===== config.mk =====
export PLATFORM = sky130hd
export DESIGN_NAME = pet_needs_fsm
export DESIGN_NICKNAME = d
export VERILOG_FILES = /design/src/rtl/pet_pkg.sv /design/src/rtl/pet_tick_gen.sv /design/src/rtl/pet_needs_fsm.sv
export SDC_FILE = /design/constraint.sdc
export NUM_CORES = 1
export LEC_CHECK = 0
export ABC_AREA = 1
export CAP_MARGIN = 20
export CORE_UTILIZATION = 45
export DETAILED_ROUTE_END_ITERATION = 6
export DONT_BUFFER_PORTS = 1
export PLACE_DENSITY_LB_ADDON = 0.08
export SYNTH_ARGS = -nofsm -noshare
export SYNTH_HDL_FRONTEND = slang
export SYNTH_SLANG_ARGS = --single-unit

===== constraint.sdc =====
create_clock -name clk -period 4.62 [get_ports clk]
set_clock_uncertainty 0.2 [all_clocks]
set_input_delay 0.693 -clock clk [delete_from_list [all_inputs] [get_ports clk]]
set_output_delay 0.693 -clock clk [all_outputs]
set_load 0.005 [all_outputs]

===== src/rtl/pet_pkg.sv =====
// Shared types and helpers for the virtual-pet needs machine.
//   state_t : FSM state codes driven on the state output
//   lvl_t   : 3-bit need level, 0..MAX_LVL
//   lvl_sat : applies a signed delta to a level, clamped to 0..max_lvl
package pet_pkg;

  localparam int unsigned LVL_W       = 3;
  localparam int unsigned DEF_MAX_LVL = 5;

  typedef enum logic [2:0] {
    S_IDLE  = 3'd0,
    S_EAT   = 3'd1,
    S_BATH  = 3'd2,
    S_SLEEP = 3'd3,
    S_PLAY  = 3'd4,
    S_SICK  = 3'd5
  } state_t;

  typedef logic [LVL_W-1:0]        lvl_t;
  typedef logic signed [LVL_W:0]   delta_t;

  // All contributions are summed first, so clamping happens exactly once.
  function automatic lvl_t lvl_sat(input lvl_t lvl, input delta_t delta, input lvl_t max_lvl);
    logic signed [LVL_W+1:0] sum;
    sum = $signed({2'b00, lvl}) + $signed({delta[LVL_W], delta});
    if (sum < $signed((LVL_W+2)'(0)))
      return '0;
    if (sum > $signed({2'b00, max_lvl}))
      return max_lvl;
    return sum[LVL_W-1:0];
  endfunction

endpackage


===== src/rtl/pet_tick_gen.sv =====
// Need-tick time base.
//   clk, reset : system clock, synchronous active-high reset
//   tick_c     : one-cycle pulse every TICK_CYCLES clocks (counter at its last value)
module pet_tick_gen #(
  parameter int unsigned TICK_CYCLES = 50000000
) (
  input  logic clk,
  input  logic reset,
  output logic tick_c
);

  localparam int unsigned CNT_W = (TICK_CYCLES > 1) ? $clog2(TICK_CYCLES) : 1;
  localparam logic [CNT_W-1:0] LAST = CNT_W'(TICK_CYCLES - 1);

  logic [CNT_W-1:0] cnt;

  // Free-running 0..TICK_CYCLES-1 counter.
  always_ff @(posedge clk) begin
    if (reset)
      cnt <= '0;
    else if (cnt == LAST)
      cnt <= '0;
    else
      cnt <= cnt + CNT_W'(1);
  end

  assign tick_c = (cnt == LAST);

endmodule


===== src/rtl/pet_needs_fsm.sv =====
// Virtual-pet state machine with four decaying, saturating need levels.
//   clk, reset          : system clock, synchronous active-high reset
//   eat                 : active-low feed button (falling edge = feed event)
//   bano, care          : bathing humidity, loneliness flag
//   distancia, frio     : play request, sustained cold
//   ouluz               : 1 = light, 0 = dark
//   state               : current state code (pet_pkg::state_t)
//   fullness, hygiene,
//   energy, happy       : need levels 0..MAX_LVL
//   alarm               : SICK or any level <= 1, one cycle late
//   state_chg           : one-cycle pulse the cycle after a state change
module pet_needs_fsm
  import pet_pkg::*;
#(
  parameter int unsigned TICK_CYCLES = 50000000,
  parameter int unsigned DECAY_TICKS = 10,
  parameter int unsigned ACT_TICKS   = 3,
  parameter int unsigned SICK_TICKS  = 5,
  parameter int unsigned MAX_LVL     = DEF_MAX_LVL
) (
  input  logic       clk,
  input  logic       reset,
  input  logic       eat,
  input  logic       bano,
  input  logic       care,
  input  logic       distancia,
  input  logic       frio,
  input  logic       ouluz,
  output logic [2:0] state,
  output logic [2:0] fullness,
  output logic [2:0] hygiene,
  output logic [2:0] energy,
  output logic [2:0] happy,
  output logic       alarm,
  output logic       state_chg
);

  localparam int unsigned DEC_W  = $clog2(2 * DECAY_TICKS + 1);
  localparam int unsigned ACT_W  = $clog2(ACT_TICKS + 1);
  localparam int unsigned FRIO_W = $clog2(SICK_TICKS + 1);
  localparam lvl_t        MAXL   = lvl_t'(MAX_LVL);
  localparam lvl_t        LVL_LO = lvl_t'(1);
  localparam lvl_t        LVL_OK = lvl_t'(2);
  localparam delta_t      ONE    = delta_t'(1);
  localparam delta_t      TWO    = delta_t'(2);

  state_t             st;
  state_t             prev_st;
  state_t             nxt;
  logic               tick;
  logic               eat_prev;
  logic               feed;
  logic               sick_trig;
  logic               dec_fire;
  logic               hyg_fire;
  logic               act_done;
  logic [DEC_W-1:0]   dec_cnt;
  logic [DEC_W-1:0]   hyg_cnt;
  logic [ACT_W-1:0]   act_cnt;
  logic [FRIO_W-1:0]  frio_cnt;
  delta_t             d_full;
  delta_t             d_hyg;
  delta_t             d_hap;
  delta_t             d_eng;

  pet_tick_gen #(
    .TICK_CYCLES(TICK_CYCLES)
  ) u_tick (
    .clk   (clk),
    .reset (reset),
    .tick_c(tick)
  );

  assign state     = st;
  assign feed      = eat_prev & ~eat;
  assign dec_fire  = tick && (dec_cnt == DEC_W'(DECAY_TICKS - 1));
  assign hyg_fire  = tick && (hyg_cnt == DEC_W'(2 * DECAY_TICKS - 1));
  assign act_done  = tick && (act_cnt == ACT_W'(ACT_TICKS - 1));
  assign sick_trig = (fullness == '0) || (hygiene == '0) ||
                     (frio_cnt == FRIO_W'(SICK_TICKS));

  // Next state; sickness preempts every other move.
  always_comb begin
    nxt = st;
    case (st)
      S_IDLE: begin
        if (sick_trig)                       nxt = S_SICK;
        else if (feed)                       nxt = S_EAT;
        else if (bano && (hygiene != MAXL))  nxt = S_BATH;
        else if (!ouluz)                     nxt = S_SLEEP;
        else if (distancia && (energy != '0)) nxt = S_PLAY;
      end
      S_EAT: begin
        if (sick_trig)     nxt = S_SICK;
        else if (act_done) nxt = S_IDLE;
      end
      S_BATH: begin
        if (sick_trig)                      nxt = S_SICK;
        else if (!bano || (hygiene == MAXL)) nxt = S_IDLE;
      end
      S_SLEEP: begin
        if (sick_trig)  nxt = S_SICK;
        else if (ouluz) nxt = S_IDLE;
      end
      S_PLAY: begin
        if (sick_trig)                          nxt = S_SICK;
        else if (feed)                          nxt = S_EAT;
        else if (!distancia || (energy == '0))  nxt = S_IDLE;
      end
      S_SICK: begin
        if ((fullness >= LVL_OK) && (hygiene >= LVL_OK) && !frio) nxt = S_IDLE;
      end
      default: nxt = S_IDLE;
    endcase
  end

  // Per-cycle level deltas: global decay plus the current state's rule.
  always_comb begin
    d_full = '0;
    d_hyg  = '0;
    d_hap  = '0;
    d_eng  = '0;
    if (dec_fire && (st != S_SLEEP)) begin
      d_full -= ONE;
      d_hap  -= ONE;
    end
    if (tick && care && (st != S_SLEEP))
      d_hap -= ONE;
    if (hyg_fire)
      d_hyg -= ONE;
    if (tick) begin
      case (st)
        S_IDLE:  if (dec_fire) d_eng -= ONE;
        S_BATH:  d_hyg += ONE;
        S_SLEEP: d_eng += ONE;
        S_PLAY: begin
          d_hap += ONE;
          d_eng -= ONE;
        end
        default: ;
      endcase
    end
    // Meal is credited on the entry cycle, tick or not.
    if ((nxt == S_EAT) && (st != S_EAT))
      d_full += TWO;
  end

  // State, levels, counters and registered flags.
  always_ff @(posedge clk) begin
    if (reset) begin
      st        <= S_IDLE;
      prev_st   <= S_IDLE;
      fullness  <= MAXL;
      hygiene   <= MAXL;
      energy    <= MAXL;
      happy     <= lvl_t'(3);
      alarm     <= 1'b0;
      state_chg <= 1'b0;
      eat_prev  <= 1'b1;
      dec_cnt   <= '0;
      hyg_cnt   <= '0;
      act_cnt   <= '0;
      frio_cnt  <= '0;
    end else begin
      st        <= nxt;
      prev_st   <= st;
      state_chg <= (st != prev_st);
      alarm     <= (st == S_SICK) || (fullness <= LVL_LO) || (hygiene <= LVL_LO) ||
                   (energy <= LVL_LO) || (happy <= LVL_LO);
      eat_prev  <= eat;
      fullness  <= lvl_sat(fullness, d_full, MAXL);
      hygiene   <= lvl_sat(hygiene,  d_hyg,  MAXL);
      energy    <= lvl_sat(energy,   d_eng,  MAXL);
      happy     <= lvl_sat(happy,    d_hap,  MAXL);

      if (tick) begin
        dec_cnt <= dec_fire ? '0 : dec_cnt + DEC_W'(1);
        hyg_cnt <= hyg_fire ? '0 : hyg_cnt + DEC_W'(1);
      end

      // Counts ticks spent in EAT; cleared whenever the pet is elsewhere.
      if (st != S_EAT)
        act_cnt <= '0;
      else if (tick)
        act_cnt <= act_cnt + ACT_W'(1);

      if (!frio)
        frio_cnt <= '0;
      else if (tick && (frio_cnt != FRIO_W'(SICK_TICKS)))
        frio_cnt <= frio_cnt + FRIO_W'(1);
    end
  end

endmodule


==> results of run 1 <==
-- how the worst max path moves through the flow --
stage	start	to	slack, ps	cells past startpoint
2_1_floorplan	u_tick.cnt[0]	happy[0]	1250	20
3_3_place_gp	u_tick.cnt[0]	happy[0]	940	20
3_5_place_dp	u_tick.cnt[0]	happy[1]	780	24
4_1_cts	u_tick.cnt[0]	happy[1]	770	24
5_1_grt	u_tick.cnt[0]	happy[1]	360	25
6_report	u_tick.cnt[0]	happy[1]	770	24
-- metrics by stage --
step           instances    util  cell area [sq um]  setup WS [ps]
3_3_place_gp         661  0.4847               4023          943.8
4_1_cts              677  0.5115               4245          771.5
6_report             677  0.5115               4245          769.9
3_5_place_dp         661  0.4847               4023          782.6
5_1_grt              677  0.5115               4245          363.0
2_1_floorplan        562       -               3916           1251
-- cell families after synthesis --
| logic type | after synthesis |
|---|---|
| AND/OR/NAND/NOR | 294 |
| adder cells (fa/ha/maj) | 31 |
| AO/OA/AOI/OAI | 57 |
| XOR/XNOR | 24 |
| buffers and inverters | 94 |
| flip-flops | 62 |
-- area by class of cell --
| class | instances | area, sq um | share of cell area |
|---|---|---|---|
| sequential | 62 | 1241 | 0.2924 |
| multi-input combinational | 406 | 2316 | 0.5455 |
| clock buffer | 10 | 137.6 | 0.03242 |
| clock inverter | 6 | 85.08 | 0.02004 |
| tap | 105 | 131.4 | 0.03095 |
| timing repair buffer | 1 | 7.507 | 0.001768 |
| inverter | 87 | 326.6 | 0.07692 |
-- metal layers --
layer  vias to the layer above  GRT usage
met3                        15    0.04067
met4                         0    0.07955
met1                      1567     0.3016
met2                        60     0.3179
li1                       1801          -
met5                         -          0
-- report_power, final --
group	internal [uW]	leakage (uW)	switching [uW]	total, uW
Clock	316	0.000108	226	542
Combinational	35.6	0.00134	56.8	92.4
Sequential	548	0.000502	17.9	566
-- registers in the layout, indices dropped and copies added, names as in the netlist --
name and flops:
state_chg 1, state 3, frio_cnt 3, fullness 3
act_cnt 2, hyg_cnt 5, alarm 1, u_tick.cnt 26
hygiene 3, energy 3, happy 3, dec_cnt 5
eat_prev 1, prev_st 3
-- critical path: stages, from the launching register on --
cell,delay (ps)
dfxtp_1,390
ha_1,210
nand2_2,80
nor2_4,150
nand2_1,110
nor2_2,220
nand2_4,110
nor3_1,490
inv_1,100
ha_1,260
nand2_1,70
o21ai_0,70
nand3_1,140
nand2_2,110
inv_1,100
ha_1,170
inv_1,60
nand2_1,50
nand2_1,40
a31oi_1,180
nand3_1,150
nand2_1,110
nor2_1,40
nand2_1,50
nand2_1,50
-- cells in the mapped netlist (all sizes together) --
| master | instances | area (sq um) |
|---|---|---|
| fa | 4 | 80.08 |
| xor2 | 15 | 131.4 |
| nand3 | 33 | 175.2 |
| clkinv | 2 | 7.510 |
| o31ai | 2 | 15.01 |
| nand2 | 135 | 549.3 |
| o21bai | 2 | 15.01 |
| a21boi | 2 | 15.02 |
| and3 | 1 | 6.260 |
| o22ai | 1 | 6.260 |
| o41ai | 1 | 8.760 |
| xnor2 | 9 | 78.83 |
| dfxtp | 62 | 1241 |
| inv | 85 | 319.1 |
| buf | 4 | 20.02 |
| nand3b | 3 | 22.52 |
| clkbuf | 3 | 12.51 |
| a211oi | 2 | 15.01 |
| ha | 27 | 337.8 |
| a31oi | 2 | 12.51 |
| nor2 | 78 | 332.8 |
| a21o | 1 | 7.510 |
| o21ai | 15 | 75.07 |
| nor3 | 16 | 91.34 |
| a21oi | 29 | 156.4 |
| nand4 | 15 | 93.84 |
| or2 | 10 | 62.56 |
| nor3b | 3 | 27.52 |
==> flow_summary_export.csv, run 1 <==
group,metric,value,unit
detailed_routing,routed-wl-met3,325,microns
logic_synthesis,synthSimpleGateAreaFrac,0.3476,
power_and_ir_drop,finalPower,1201,uW
layout,final_layout_size_suffix_gt1_frac,0.1049,
clock_network,cts_inserted_buffers,9,
critical_path,worst-path-max-fanout,6,
detailed_routing,drc_errors,0,
logic_synthesis,combinational_family_with_the_most_area_after_synthesis,"simple AND/OR/NAND/NOR gates",
clock_network,root_buffer_cell,"clkbuf_8",
logic_synthesis,synth_xor_xnor_area_share,0.05367,
worst_hold_path,hold_class,"primary input to register",
sta,drv_slew,0,
critical_path,reg2reg_setup_slack,770,ps
logic_synthesis,yosys_register_bits,62,
clock_network,clk_path_buf_depth,2,
sta,finalSetupViolCount,0,
sta,achievable-frequency,259.7,MHz
sta,grt_setup_unrepaired,"no",
power_and_ir_drop,max-vdd-ir-drop,0.0001468,V
worst_hold_path,hold_path_depth,1,
detailed_routing,detail_route.wirelength,8.705,mm
die,fp-row-count,33,
critical_path,critPathKind,"register to register",
power_and_ir_drop,cellLeakagePower,0.001945,uW
critical_path,critical_path.startpoint_type,"register",
sta,finalCritPeriodShare,0.8334,
detailed_routing,met1_length,4.500,mm
detailed_routing,drt-initial-drc-count,116,
place,io_buffers,0,
clock_network,clock_latency,350,ps
detailed_routing,top_signal_layer_used,"met4",
sta,tightestPinTransition,609.3,ps
detailed_routing,viasPerCell,5.086,
place,place.detailed.hpwl,6.726,mm
worst_hold_path,hold_path.startpoint,"reset",
layout,syn_to_final_growth,8.403,%
sta,hold_ws,212.4,ps
critical_path,timing.rr.start,"u_tick.cnt[0]",
die,die_width,95.29,microns
detailed_routing,drtAntennaViolNets,0,
logic_synthesis,synth.avg_cell_area,6.968,sq um
job,max-cap-violations,0,
critical_path,cp-end-kind,"register",
logic_synthesis,syn-cell-area,3916,sq um
die,starting_density_of_the_core,0.4719,
die,ioPinCount,25,
critical_path,r2r_cell_count,24,
detailed_routing,wl_per_cell,12.86,microns
place,gpl_wtd_cong,0.8758,
die,fp.dieH,95.29,microns
layout,nets,606,
sta,timing.final.hold_violations,0,
layout,leading_cell_type_in_the_layout_fill_and_taps_excluded,"nand2_1",
layout,commonest_non_fill_non_tap_cells_in_the_layout,"124 x nand2_1, 78 x inv_1, 68 x nor2_1, 62 x dfxtp_1, 31 x nand3_1",
logic_synthesis,synth.mux.area_fraction,0,
critical_path,cp.required,4650,ps
logic_synthesis,ys_warn_count,0,
clock_network,count_of_buffers_added_by_post_cts_timing_repair_for_setup,0,
die,design.die.area,9080,sq um
sta,setup_total_negative_slack,0,ps
sta,slew-limit-headroom,0.5907,
clock_network,ctsHtreeMaxLevel,3,
detailed_routing,firstDrtPassIters,4,
global_routing,gr-total-overflow,0,
clock_network,clock_sink_count,62,
detailed_routing,vias,3443,
global_routing,pin_count_of_the_biggest_net_entering_global_routing,27,
critical_path,timing.rr.end,"happy[1]",
global_routing,grt_util_all_layers,0.2129,
logic_synthesis,syn-num-nets,601,
detailed_routing,met2WireLength,3.705,mm
layout,fill_cells,828,
clock_network,hold_buffers,0,
clock_network,ctsResizeCount,0,
critical_path,cp_data_arrival_time,3880,ps
global_routing,grt_pass1_wl,14.92,mm
clock_network,clkTransAtPathRegs,70,ps
status,status,"completed",
logic_synthesis,synth-compound-area-share,0.08339,
clock_network,cts_tree,"built",
worst_hold_path,min_to,"state[1]",
logic_synthesis,synth_adder_area_share,0.1067,
sta,final.min_clock_period,3850,ps
logic_synthesis,synth.lib_cells_used.distinct,40,
layout,n_antenna_cell,0,
logic_synthesis,ys_seq_area_frac,0.3169,
global_routing,vias_in_the_first_global_route,3190,
logic_synthesis,synthCells,562,
global_routing,antenna_found_initial,0,
power_and_ir_drop,power-per-cell-area,282.9,nW/um^2
die,floorplan.core_area,8299,sq um
Note: power is estimated with default switching activity, not from simulation.
==> run 2, diff against run 1 <==
clock period = 3.46 ns   (was 4.62 ns; I/O delays follow)
==> flow_summary_export.csv, run 2 (synthesized netlist as in run 1, its figures left out) <==
group,metric,value,unit
place,gpl_wtd_cong,0.8175,
status,status,"completed",
global_routing,pin_count_of_the_biggest_net_entering_global_routing,27,
critical_path,cp.required,3550,ps
clock_network,clock_latency,350,ps
detailed_routing,drtAntennaViolNets,0,
layout,largest_register_ff_count,26,
sta,finalCritPeriodShare,0.9237,
sta,setup_total_negative_slack,0,ps
critical_path,cp_data_arrival_time,3290,ps
critical_path,critPathKind,"register to register",
detailed_routing,firstDrtPassIters,4,
die,fp.dieH,95.29,microns
detailed_routing,viasPerCell,5.019,
critical_path,cp_num_buf_inv,3,
die,die_width,95.29,microns
clock_network,clkTransAtPathRegs,80,ps
critical_path,worst-path-max-fanout,4,
die,fp-row-count,33,
worst_hold_path,hold_path_depth,1,
layout,leading_cell_type_in_the_layout_fill_and_taps_excluded,"nand2_1",
global_routing,gr-total-overflow,0,
place,placed_cells_incl_taps,677,
power_and_ir_drop,power-per-cell-area,361.9,nW/um^2
critical_path,critical_path_cell_list,"inv_2 > nand2_2 > nor3_4 > nand2_1 > nor2_4 > nand2_4 > inv_2 > nand2_2 > nor2_2 > ha_1 > nor2_1 > ha_1 > inv_1 > fa_1 > xnor2_1 > or2_2 > nand3b_1 > nand2_1 > nand2_1",
detailed_routing,drt-initial-drc-count,162,
worst_hold_path,hold_class,"primary input to register",
place,place.detailed.hpwl,6.768,mm
sta,achievable-frequency,312.9,MHz
global_routing,antenna_found_initial,0,
power_and_ir_drop,finalPower,1615,uW
global_routing,vias_in_the_first_global_route,3217,
detailed_routing,detail_route.wirelength,8.887,mm
critical_path,path_delay_family,"simple AND/OR/NAND/NOR gates",
clock_network,clk_path_buf_depth,2,
clock_network,root_buffer_cell,"clkbuf_8",
layout,finish.cell_count_without_fillers,698,
layout,final_layout_size_suffix_gt1_frac,0.1602,
detailed_routing,vias,3503,
critical_path,r2r_cell_count,19,
worst_hold_path,min_to,"hyg_cnt[4]",
critical_path,cp_common_cell,"nand2_1",
layout,nets,627,
critical_path,timing.rr.start,"u_tick.cnt[24]",
clock_network,cts_tree,"built",
place,pre_cts_ws,50.36,ps
die,ioPinCount,25,
job,max-cap-violations,0,
critical_path,timing.rr.end,"hygiene[0]",
die,floorplan.core_area,8299,sq um
global_routing,grt_pass1_wl,14.85,mm
sta,finalSetupViolCount,0,
sta,tightestPinTransition,528.5,ps
clock_network,ctsHtreeMaxLevel,3,
layout,reg.largest.list,"u_tick.cnt (26), dec_cnt (5), hyg_cnt (5)",
worst_hold_path,hold_path.startpoint,"reset",
global_routing,grt_util_all_layers,0.2145,
sta,drv_slew,0,
sta,final.min_clock_period,3196,ps
sta,timing.final.hold_violations,0,
sta,fin_ws,264.1,ps
clock_network,cts_inserted_buffers,9,
place,io_buffers,0,
critical_path,slowest_cell_on_the_critical_path,"fa_1",
sta,slew-limit-headroom,0.6464,
power_and_ir_drop,cellLeakagePower,0.002045,uW
critical_path,reg2reg_setup_slack,260,ps
layout,n_antenna_cell,0,
detailed_routing,wl_per_cell,12.73,microns
detailed_routing,drc_errors,0,
clock_network,clock_sink_count,62,
layout,largest-register,"u_tick.cnt",
critical_path,critical_path.startpoint_type,"register",
die,design.die.area,9080,sq um
clock_network,hold_buffers,0,
power_and_ir_drop,max-vdd-ir-drop,0.0001755,V
layout,syn_to_final_growth,13.96,%
layout,commonest_non_fill_non_tap_cells_in_the_layout,"122 x nand2_1, 76 x inv_1, 67 x nor2_1, 60 x dfxtp_1, 31 x nand3_1",
critical_path,cp-end-kind,"register",
critical_path,timing.critical_path.slowest_cell_delay,400,ps
die,starting_density_of_the_core,0.4719,
-- run 2: how the worst max path moves through the flow --
stage	startpoint	to	cells after the start
6_report	u_tick.cnt[24]	hygiene[0]	19
5_1_grt	u_tick.cnt[1]	happy[1]	26
4_1_cts	u_tick.cnt[1]	happy[0]	21
3_5_place_dp	u_tick.cnt[1]	happy[0]	21
3_3_place_gp	u_tick.cnt[1]	hygiene[1]	18
2_1_floorplan	u_tick.cnt[0]	happy[0]	20
-- run 2: timing repair --
action                                  4_1_cts  5_1_grt
endpoints found under the setup margin        0        8
buffers inserted                              0        5
resized for setup                             0       17
-- run 2: metrics by stage --
stage	hold WS, ps	utilization	cell area, sq um
final	27.34	0.5378	4463
after global routing	3.382	0.5378	4463
after CTS	19.03	0.5260	4365
after detailed placement	259.9	0.4992	4143
after global placement	253.1	0.4992	4143
after floorplan	241.4	-	3916
-- run 2: per-layer routing --
layer,track usage,wire length [microns],up-vias
li1,-,-,1846
met4,0.09470,159,0
met2,0.3077,3759,56
met3,0.05024,326,11
met5,0,0,-
met1,0.3024,4641,1590
-- run 2: layout make-up --
type | count | area, sq um
clock buffers | 10 | 137.6
clock inverters | 6 | 85.08
fillers | 840 | 3836
inverters | 87 | 326.6
multi-input cells | 406 | 2374
flip-flops and latches | 62 | 1244
well taps | 105 | 131.4
repair buffers | 22 | 165.2
-- run 2: worst reg2reg max path: stages (launching register included) --
cell and delay [ps]:
dfxtp_1 320, inv_2 80, nand2_2 80, nor3_4 200, nand2_1 120, nor2_4 150
nand2_4 80, inv_2 110, nand2_2 80, nor2_2 110, ha_1 240, nor2_1 110
ha_1 160, inv_1 50, fa_1 400, xnor2_1 160, or2_2 290, nand3b_1 90
nand2_1 50, nand2_1 60
-- run 2: power by group --
group / internal [uW] / switching, uW
clock network: 422 / 303
registers: 733 / 20.9
logic: 54.7 / 81.4
total: 1210 / 405
